$ cat src/rtl/apu_pkg.sv
// Shared APU constants and types for the channel 4 register stage.
// Holds the NR4x addresses, length-counter width and FF23 read mask.
package apu_pkg;

  localparam logic [15:0] NR41_ADDR = 16'hFF20;
  localparam logic [15:0] NR42_ADDR = 16'hFF21;
  localparam logic [15:0] NR43_ADDR = 16'hFF22;
  localparam logic [15:0] NR44_ADDR = 16'hFF23;

  localparam int          LEN_W        = 6;
  localparam logic [7:0]  FF23_RD_MASK = 8'hBF;

  // Winner of the length counter's next-state selection, highest priority first.
  typedef enum logic [1:0] {
    WR_LOAD      = 2'd0,
    RESTART_LOAD = 2'd1,
    TICK_INC     = 2'd2,
    HOLD         = 2'd3
  } len_op_e;

endpackage

$ cat src/rtl/ch4_regs_if.sv
// CPU register bus for the channel 4 register block: one-hot selects, strobes, data.
// Handshake: no valid/ready; a write is taken on every dova_phi rising edge where cpu_wr=1, and reads are combinational while ncpu_rd=0.
interface ch4_regs_if;
  import apu_pkg::*;

  logic       cpu_wr;
  logic       ncpu_rd;
  logic       ff20;
  logic       ff21;
  logic       ff22;
  logic       ff23;
  logic [7:0] d_in;
  logic [7:0] d_out;
  logic       d_oe;

  modport master (
    output cpu_wr, ncpu_rd, ff20, ff21, ff22, ff23, d_in,
    input  d_out, d_oe
  );

  modport slave (
    input  cpu_wr, ncpu_rd, ff20, ff21, ff22, ff23, d_in,
    output d_out, d_oe
  );
endinterface

$ cat src/rtl/ch4_length_counter.sv
// Channel 4 length timer: edge-detects the 256 Hz frame clock and counts up
// to the terminal count, raising fugo_q when the length has expired.
module ch4_length_counter
  import apu_pkg::*;
#(
  parameter int LEN_W_P = LEN_W
) (
  input  logic               dova_phi,
  input  logic               apu_reset,
  input  logic               len_256hz,
  input  logic               load,
  input  logic [LEN_W_P-1:0] load_val,
  input  logic               ch4_restart,
  input  logic               ff23_d6,
  output logic               fugo_q,
  output len_op_e            op_dbg
);

  logic               len_q;
  logic               len_prev;
  logic               tick;
  logic [LEN_W_P-1:0] cnt;
  len_op_e            op;

  // len_256hz is registered once before edge detection, so tick lags the input by one cycle.
  assign tick   = len_q & ~len_prev;
  assign op_dbg = op;

  always_comb begin
    op = HOLD;
    if (load)                             op = WR_LOAD;
    else if (ch4_restart && fugo_q)       op = RESTART_LOAD;
    else if (tick && ff23_d6 && !fugo_q)  op = TICK_INC;
  end

  always_ff @(posedge dova_phi or posedge apu_reset) begin
    if (apu_reset) begin
      len_q    <= 1'b0;
      len_prev <= 1'b0;
      cnt      <= '0;
      fugo_q   <= 1'b0;
    end else begin
      len_q    <= len_256hz;
      len_prev <= len_q;
      unique case (op)
        WR_LOAD: begin
          cnt    <= load_val;
          fugo_q <= 1'b0;
        end
        RESTART_LOAD: begin
          cnt    <= '0;
          fugo_q <= 1'b0;
        end
        TICK_INC: begin
          cnt <= cnt + 1'b1;
          if (&cnt) fugo_q <= 1'b1;
        end
        default: ;
      endcase
    end
  end

endmodule

$ cat src/rtl/ch4_regs.sv
// NR41-NR44 register stage feeding channel 4: register file, CPU read mux,
// self-clearing trigger bit and the length timer.
module ch4_regs
  import apu_pkg::*;
(
  input  logic        dova_phi,
  input  logic        apu_reset,
  ch4_regs_if.slave   bus,
  input  logic        len_256hz,
  input  logic        ch4_restart,
  input  logic        rst_ff23_d7,
  output logic [7:0]  ff21_q,
  output logic [7:0]  nff21_q,
  output logic [7:0]  ff22_q,
  output logic [7:0]  nff22_q,
  output logic        ff23_d6,
  output logic        ff23_d7,
  output logic        fugo_q,
  output len_op_e     len_op_dbg
);

  logic wr20;
  logic wr21;
  logic wr22;
  logic wr23;

  assign wr20 = bus.cpu_wr & bus.ff20;
  assign wr21 = bus.cpu_wr & bus.ff21;
  assign wr22 = bus.cpu_wr & bus.ff22;
  assign wr23 = bus.cpu_wr & bus.ff23;

  assign nff21_q = ~ff21_q;
  assign nff22_q = ~ff22_q;

  always_ff @(posedge dova_phi or posedge apu_reset) begin
    if (apu_reset) begin
      ff21_q  <= 8'h00;
      ff22_q  <= 8'h00;
      ff23_d6 <= 1'b0;
      ff23_d7 <= 1'b0;
    end else begin
      if (wr21) ff21_q <= bus.d_in;
      if (wr22) ff22_q <= bus.d_in;
      // A same-edge retrigger beats channel 4's clear so it is never lost.
      if (wr23) begin
        ff23_d6 <= bus.d_in[6];
        ff23_d7 <= bus.d_in[7];
      end else if (rst_ff23_d7) begin
        ff23_d7 <= 1'b0;
      end
    end
  end

  always_comb begin
    bus.d_oe  = ~bus.ncpu_rd & (bus.ff20 | bus.ff21 | bus.ff22 | bus.ff23);
    bus.d_out = 8'hFF;
    if (bus.ff21)      bus.d_out = ff21_q;
    else if (bus.ff22) bus.d_out = ff22_q;
    else if (bus.ff23) bus.d_out = FF23_RD_MASK | {1'b0, ff23_d6, 6'b0};
  end

  ch4_length_counter #(.LEN_W_P(LEN_W)) u_len (
    .dova_phi    (dova_phi),
    .apu_reset   (apu_reset),
    .len_256hz   (len_256hz),
    .load        (wr20),
    .load_val    (bus.d_in[LEN_W-1:0]),
    .ch4_restart (ch4_restart),
    .ff23_d6     (ff23_d6),
    .fugo_q      (fugo_q),
    .op_dbg      (len_op_dbg)
  );

endmodule
$ cat src/flat_wrapper.sv
// flat-port wrapper written by rule: the top's interface ports become plain ports
module ch4_regs_flat import apu_pkg::*;
  (dova_phi, apu_reset, len_256hz, ch4_restart, rst_ff23_d7, ff21_q, nff21_q, ff22_q, nff22_q, ff23_d6, ff23_d7, fugo_q, len_op_dbg, bus_cpu_wr, bus_ncpu_rd, bus_ff20, bus_ff21, bus_ff22, bus_ff23, bus_d_in, bus_d_out, bus_d_oe);
  ch4_regs_if bus_i ();
  input  logic dova_phi;
  input  logic apu_reset;
  input  logic len_256hz;
  input  logic ch4_restart;
  input  logic rst_ff23_d7;
  output logic [7:0] ff21_q;
  output logic [7:0] nff21_q;
  output logic [7:0] ff22_q;
  output logic [7:0] nff22_q;
  output logic ff23_d6;
  output logic ff23_d7;
  output logic fugo_q;
  output len_op_e len_op_dbg;
  input wire logic [$bits(bus_i.cpu_wr)-1:0] bus_cpu_wr;
  input wire logic [$bits(bus_i.ncpu_rd)-1:0] bus_ncpu_rd;
  input wire logic [$bits(bus_i.ff20)-1:0] bus_ff20;
  input wire logic [$bits(bus_i.ff21)-1:0] bus_ff21;
  input wire logic [$bits(bus_i.ff22)-1:0] bus_ff22;
  input wire logic [$bits(bus_i.ff23)-1:0] bus_ff23;
  input wire logic [$bits(bus_i.d_in)-1:0] bus_d_in;
  output wire logic [$bits(bus_i.d_out)-1:0] bus_d_out;
  output wire logic [$bits(bus_i.d_oe)-1:0] bus_d_oe;
  assign bus_i.cpu_wr = bus_cpu_wr;
  assign bus_i.ncpu_rd = bus_ncpu_rd;
  assign bus_i.ff20 = bus_ff20;
  assign bus_i.ff21 = bus_ff21;
  assign bus_i.ff22 = bus_ff22;
  assign bus_i.ff23 = bus_ff23;
  assign bus_i.d_in = bus_d_in;
  assign bus_d_out = bus_i.d_out;
  assign bus_d_oe = bus_i.d_oe;
  ch4_regs u_core (.dova_phi(dova_phi), .apu_reset(apu_reset), .bus(bus_i), .len_256hz(len_256hz), .ch4_restart(ch4_restart), .rst_ff23_d7(rst_ff23_d7), .ff21_q(ff21_q), .nff21_q(nff21_q), .ff22_q(ff22_q), .nff22_q(nff22_q), .ff23_d6(ff23_d6), .ff23_d7(ff23_d7), .fugo_q(fugo_q), .len_op_dbg(len_op_dbg));
endmodule
$ cat config.mk
export PLATFORM = sky130hd
export DESIGN_NAME = ch4_regs_flat
export DESIGN_NICKNAME = d
export VERILOG_FILES = /design/src/rtl/apu_pkg.sv /design/src/rtl/ch4_regs_if.sv /design/src/rtl/ch4_length_counter.sv /design/src/rtl/ch4_regs.sv /design/src/flat_wrapper.sv
export SDC_FILE = /design/constraint.sdc
export NUM_CORES = 1
export LEC_CHECK = 0
export ABC_AREA = 0
export BUFFER_PORTS_ARGS = -buffer_cell sky130_fd_sc_hd__buf_2
export CAP_MARGIN = 30
export CORE_MARGIN = 4
export CORE_UTILIZATION = 49
export CTS_CLUSTER_DIAMETER = 100
export DETAILED_ROUTE_END_ITERATION = 10
export PLACE_DENSITY_LB_ADDON = 0.05
export SYNTH_ARGS = -nofsm -noshare
export SYNTH_HDL_FRONTEND = slang
export SYNTH_SLANG_ARGS = --single-unit
$ cat constraint.sdc
create_clock -name dova_phi -period 3.6 [get_ports dova_phi]
set_clock_uncertainty 0.05 [all_clocks]
set_input_delay 0.18 -clock dova_phi [delete_from_list [all_inputs] [get_ports dova_phi]]
set_output_delay 0.18 -clock dova_phi [all_outputs]
set_load 0.05 [all_outputs]
==> out/metrics.yaml, run 1 <==
dp_hpwl_um: 2535
detail-route-antenna-nets: 0
yosysMostFrequentCell: "dfrtp_1"
rsz0062_at_grt: "no"
syn_nets: 159
cp_max_fo: 10
clock-sinks: 27
via_per_inst: 5.348
seq_area_frac_synth_pct: 48.69
portBuffers: 64
die_area_um2: 3747
synth_top_cell_by_area: "dfrtp_1"
wl_per_cell_um: 13.84
ys_warn_count: 0
cp-start-kind: "flip-flop"
drtPass1Iterations: 4
setup_slack_ns: 1.546
syn_inst: 137
dpl.cell_count: 227
drt_iter0_drc: 55
cts_setup_buffers: 0
fp.coreArea_um2: 2734
finalHoldViolations: 0
io_pins: 65
worst_slew_pin_slew_ns: 0.4387
max-slew-margin-rel_pct: 70.72
syn_area_um2: 1388
p_sw_share_pct: 48.00
pre_cts_ws_ns: 1.600
post-route-period-util_pct: 57.07
ys.flop_type: "dfrtp_1"
cp.required_ns: 3.80
synth_edf_count: 0
cts_tree: "done"
h-tree-depth: 1
cts_inserted_buffers: 3
ys_seq_elements: 27
powerDensity_nw_per_um2: 542.6
diodes: 0
irDropWorstVdd_mv: 0.3409
num_rows: 19
r2r_cells: 6
hp-class: "in -> reg"
grt_pass1_wl_um: 4995
fmax_ghz: 0.4868
vias: 1246
async_flop_share_pct: 100.0
syn_avg_cell_area_um2: 10.13
hold_depth: 3
yosys.cell_types.count: 33
cap_viol_max_count: 0
cp_cell_sequence: "nor4bb_1 -> a21oi_1 -> ha_1 -> nand2_1 -> o32a_1 -> o22ai_1"
antenna_found_initial: 0
cpPeakStageDelay_ns: 0.48
drive_gt1_share_pct: 42.08
synthToLayoutAreaGrowth_pct: 28.22
final_net_count: 225
die_h_um: 61.22
setup_viol: 0
yosys-top-cells-area: "dfrtp_1, mux2_2, inv_1"
slowest_stage: "ha_1"
p_clk_share_pct: 13.0
clk_transition_reported_paths_ns: 0.14
totalNegativeSetupSlack_ns: 0
path_depth: 6
gp_congestion: 0.8893
gr-usage-all-layers_pct: 18.15
drc: 0
crit_family: "compound AO/OA/AOI/OAI gates"
p_sw_uw: 463.3
cts_buffer_depth: 2
wl_um: 3224
finalMaxSlewViolations: 0
p_int_uw: 502.0
end_kind: "flip-flop"
grt_max_degree: 20
die_w_um: 61.22
overflow: 0
p_leak_uw: 0.0009066
comb_power_share_pct: 47.1
cts-resized-gates: 0
fin_crit_ns: 2.054
p_seq_share_pct: 39.9
grt_pass1_vias: 1078
cp_num_buf_inv: 0
fin_hold_ws_ns: 0.04128
initial_core_util_pct: 50.76
synthTopCellsByCount: "dfrtp_1, inv_1, mux2_2, nand2_1"
path_class: "reg -> reg"
synth_top_area_share_pct: 48.69
clock_latency_ns: 0.31
cts_root_buf: "clkbuf_4"
cp.arrival_ns: 2.25
stdcell_count: 233
cts_hold_buffers: 2
outcome: "complete, no violations"
[through the flow]
step / utilization [%] / area (µm²) / total power [µW]
floorplan: - / 1388 / 741.7
global placement: 62.38 / 1705 / 835.3
detailed placement: 63.39 / 1733 / 846.6
CTS: 65.08 / 1779 / 974.1
global route: 65.08 / 1779 / 1023
finish: 65.08 / 1779 / 965.4
[placed cells by master (no fill, tap or decap)]
cell            n
buf_2          64
dfrtp_1        27
inv_1          21
mux2_2         14
nand2_1        11
a21oi_1         9
nor3b_1         9
o21ai_0         8
nor2_1          3
ha_1            3
clkbuf_4        3
nand2_2         2
a22oi_1         2
nand3_1         2
a31oi_1         2
o22ai_1         2
nor4_1          2
dlygate4sd3_1   2
nand4_1         1
nand3b_1        1
o32a_1          1
nor2b_1         1
mux2i_1         1
nand3_2         1
a31o_1          1
a221o_1         1
nor4bb_1        1
a211o_1         1
or2_1           1
or3_1           1
o2111ai_1       1
o211ai_1        1
clkbuf_1        1
buf_16          1
[power groups by stage]
stage | combinational, µW | sequential [µW] | clock (µW)
global route | 482 | 393 | 149
floorplan | 257 | 484 | 0
global placement | 446 | 389 | 0
detailed placement | 455 | 391 | 0
CTS | 457 | 385 | 132
finish | 455 | 385 | 125
[registers in the layout, summed over array words and instances, names as in the netlist]
name,count
u_core.ff21_q,8
u_core.ff22_q,8
u_core.ff23_d6,1
u_core.ff23_d7,1
u_core.u_len.cnt,6
u_core.u_len.fugo_q,1
u_core.u_len.len_prev,1
u_core.u_len.len_q,1
[path summary, 6_finish.rpt]
kind                                               to                 from  slack, ns
worst max-delay path              u_core.u_len.cnt[4]  u_core.u_len.fugo_q       1.55
worst min-delay path                   u_core.ff23_d7          rst_ff23_d7       0.04
worst max register to register    u_core.u_len.cnt[4]  u_core.u_len.fugo_q       1.55
worst min register to register  u_core.u_len.len_prev   u_core.u_len.len_q       0.35
max in group asynchronous            u_core.ff21_q[5]            apu_reset       2.71
min in group asynchronous         u_core.u_len.fugo_q            apu_reset       0.36
[worst register-to-register path, stage by stage (launching register included)]
cell and delay [ns]:
dfrtp_1 0.43, nor4bb_1 0.29, a21oi_1 0.11, ha_1 0.48, nand2_1 0.18, o32a_1 0.31, o22ai_1 0.14
[cells by family (layout without fill, tap and decap cells)]
| group | Yosys count | after routing | synth area share [%] |
|---|---|---|---|
| AOI/OAI and AO/OA | 29 | 29 | 12.89 |
| and+or+nand+nor | 36 | 36 | 14.97 |
| adders and majority gates | 3 | 3 | 2.705 |
| muxes | 15 | 15 | 12.08 |
| buffers and inverters | 27 | 92 | 8.656 |
| DFF | 27 | 27 | 48.69 |
[routing by layer]
metal  global-route usage [%]  wire length [µm]
met1                    23.23              1363
met2                    29.61              1594
met3                    3.983               245
met4                    7.740                20
met5                        0                 0
[final cells by class]
cell class | instances | area [µm²]
fillers | 258 | 954.7
repair buffers | 67 | 367.9
clock buffers | 4 | 26.28
well taps | 31 | 38.79
multi-input cells | 83 | 591.8
flip-flops and latches | 27 | 675.6
inverters | 21 | 78.83
(Power assumes the default switching activity.)
==> run 2: changes to the inputs <==
ABC_AREA = 1   (was 0)
CORE_UTILIZATION = 42   (was 49)
clock period = 1.7 ns   (was 3.6 ns; I/O delays follow)
==> run 2 against run 1 <==
Effect of this change:
- utilization grew 0.79 points
- fmax is 27% higher
- flip-flop and latch count did not move
==> out/metrics.yaml, run 2 <==
outcome: "complete, no violations"
portBuffers: 64
finalHoldViolations: 0
powerDensity_nw_per_um2: 1033
die_h_um: 66.46
end_kind: "flip-flop"
cp.required_ns: 1.91
slowest_stage: "dfrtp_2"
final_cell_mix: "buf_2, inv_1, nand2_1"
die_w_um: 66.46
yosys-top-cells-area: "dfrtp_1, inv_1, o21ai_2"
drive_gt1_share_pct: 46.75
routed.top_layer: "met4"
clock_latency_ns: 0.33
seq_area_frac_synth_pct: 47.08
cap_viol_max_count: 0
setup_viol: 0
clk_transition_reported_paths_ns: 0.16
drt_iter0_drc: 72
totalNegativeSetupSlack_ns: 0
io_pins: 65
final_core_util_pct: 65.87
cts_setup_buffers: 0
power.total_uw: 2145
ys.flop_type: "dfrtp_1"
rsz0062_at_grt: "yes"
cp_num_buf_inv: 3
syn_inst: 173
cp_max_fo: 5
path_class: "reg -> reg"
synthTopCellsByCount: "inv_1, nand2_1, dfrtp_1, nor2_1, o21ai_2"
antenna_found_initial: 0
wl_per_cell_um: 12.78
via_per_inst: 4.748
cts_tree: "done"
vias: 1377
h-tree-depth: 1
p_leak_uw: 0.001040
cp.arrival_ns: 1.83
yosysMostFrequentCell: "inv_1"
top_regs: "u_core.ff21_q x8, u_core.ff22_q x8, u_core.u_len.cnt x6"
gp_congestion: 0.8847
initial_core_util_pct: 45.52
cts_inserted_buffers: 3
route.met2.wl_um: 1807
ys_warn_count: 0
crit_family: "compound AO/OA/AOI/OAI gates"
crit_top_cell: "inv_2"
diodes: 0
hp-class: "in -> reg"
met3RoutedLength_um: 294
worst_slew_pin_slew_ns: 0.4677
num_rows: 20
fp.coreArea_um2: 3153
cts_buffer_depth: 2
syn_nets: 195
finalMaxSlewViolations: 0
yosys.cell_types.count: 23
synth_edf_count: 0
clock-sinks: 27
synth_top_cell_by_area: "dfrtp_1"
overflow: 0
drtPass1Iterations: 4
ys_seq_elements: 27
setup_slack_ns: 0.08301
grt_max_degree: 28
synthToLayoutAreaGrowth_pct: 44.73
syn_avg_cell_area_um2: 8.296
grt_pass1_vias: 1436
wirelength_met1_um: 1571
dp_hpwl_um: 2851
gr-usage-all-layers_pct: 19.21
async_flop_share_pct: 100.0
pre_cts_ws_ns: 0.01759
max-slew-margin-rel_pct: 68.77
cp-start-kind: "flip-flop"
fmax_ghz: 0.6184
irDropWorstVdd_mv: 0.4239
syn_area_um2: 1435
fin_crit_ns: 1.617
die_area_um2: 4416
synth_top_area_share_pct: 47.08
detail-route-antenna-nets: 0
cpPeakStageDelay_ns: 0.41
drc: 0
cts_root_buf: "clkbuf_4"
wl_um: 3707
final_common_cell: "buf_2"
final_net_count: 269
post-route-period-util_pct: 95.12
cp_cell_sequence: "inv_2 -> o31ai_4 -> inv_4 -> ha_4 -> nand2_2 -> inv_2 -> nand3_2 -> a22oi_2"
fin_hold_ws_ns: 0.009962
grt_pass1_wl_um: 6520
[run 2: metrics by stage]
stage                     cell area, µm²  cells
after detailed placement            1958    278
after global placement              1958    278
final                               2077    290
after global routing                2077    290
after CTS                           2066    290
after floorplan                     1604    173
[run 2: final cells by class]
class / instances / area, µm²
fill: 283 / 1076
multi-input combinational: 105 / 755.7
sequential: 27 / 679.4
timing repair buffer: 74 / 417.9
inverter: 36 / 141.4
tap: 44 / 55.05
clock buffer: 3 / 22.52
clock inverter: 1 / 5.005
[run 2: tightest hold or removal path, cell delays in order]
cell	delay, ns
buf_2	0.08
inv_1	0.07
o21ai_2	0.12
[run 2: power breakdown]
part           internal [µW]  switching [µW]  total (µW)
sequential               730            87.7         817
combinational            271             772        1040
clock                   88.1             197         285
total                   1090            1060        2150
[run 2: repair_timing]
action	in CTS	in global routing
hold endpoints to repair	38	0
hold buffers	8	0
setup endpoints to repair	0	7
gates resized for setup	0	4
[run 2: logic make-up after synthesis]
family	Yosys count	synth area share [%]
buf+inv	41	11.94
fa+ha+maj	3	2.616
simple gates	54	16.04
flops	27	47.08
compound gates	48	22.32
[run 2: path summary, 6_finish.rpt]
| check | startpoint | end | slack [ns] | depth (start not counted) |
|---|---|---|---|---|
| max in group asynchronous | apu_reset | u_core.ff22_q[6] | 1.03 | 4 |
| min | bus_d_in[6] | u_core.ff21_q[6] | 0.01 | 3 |
| min reg2reg | u_core.u_len.len_q | u_core.u_len.len_prev | 0.35 | 0 |
| max reg2reg | u_core.ff23_d6 | u_core.u_len.cnt[3] | 0.08 | 8 |
| min in group asynchronous | apu_reset | u_core.u_len.fugo_q | 0.28 | 4 |
| max | u_core.ff23_d6 | u_core.u_len.cnt[3] | 0.08 | 8 |
[run 2: per-layer routing]
| layer | track usage [%] | vias to the layer above |
|---|---|---|
| li1 | - | 706 |
| met1 | 22.25 | 618 |
| met2 | 34.94 | 49 |
| met3 | 3.541 | 4 |
| met4 | 6.853 | 0 |
| met5 | 0 | - |
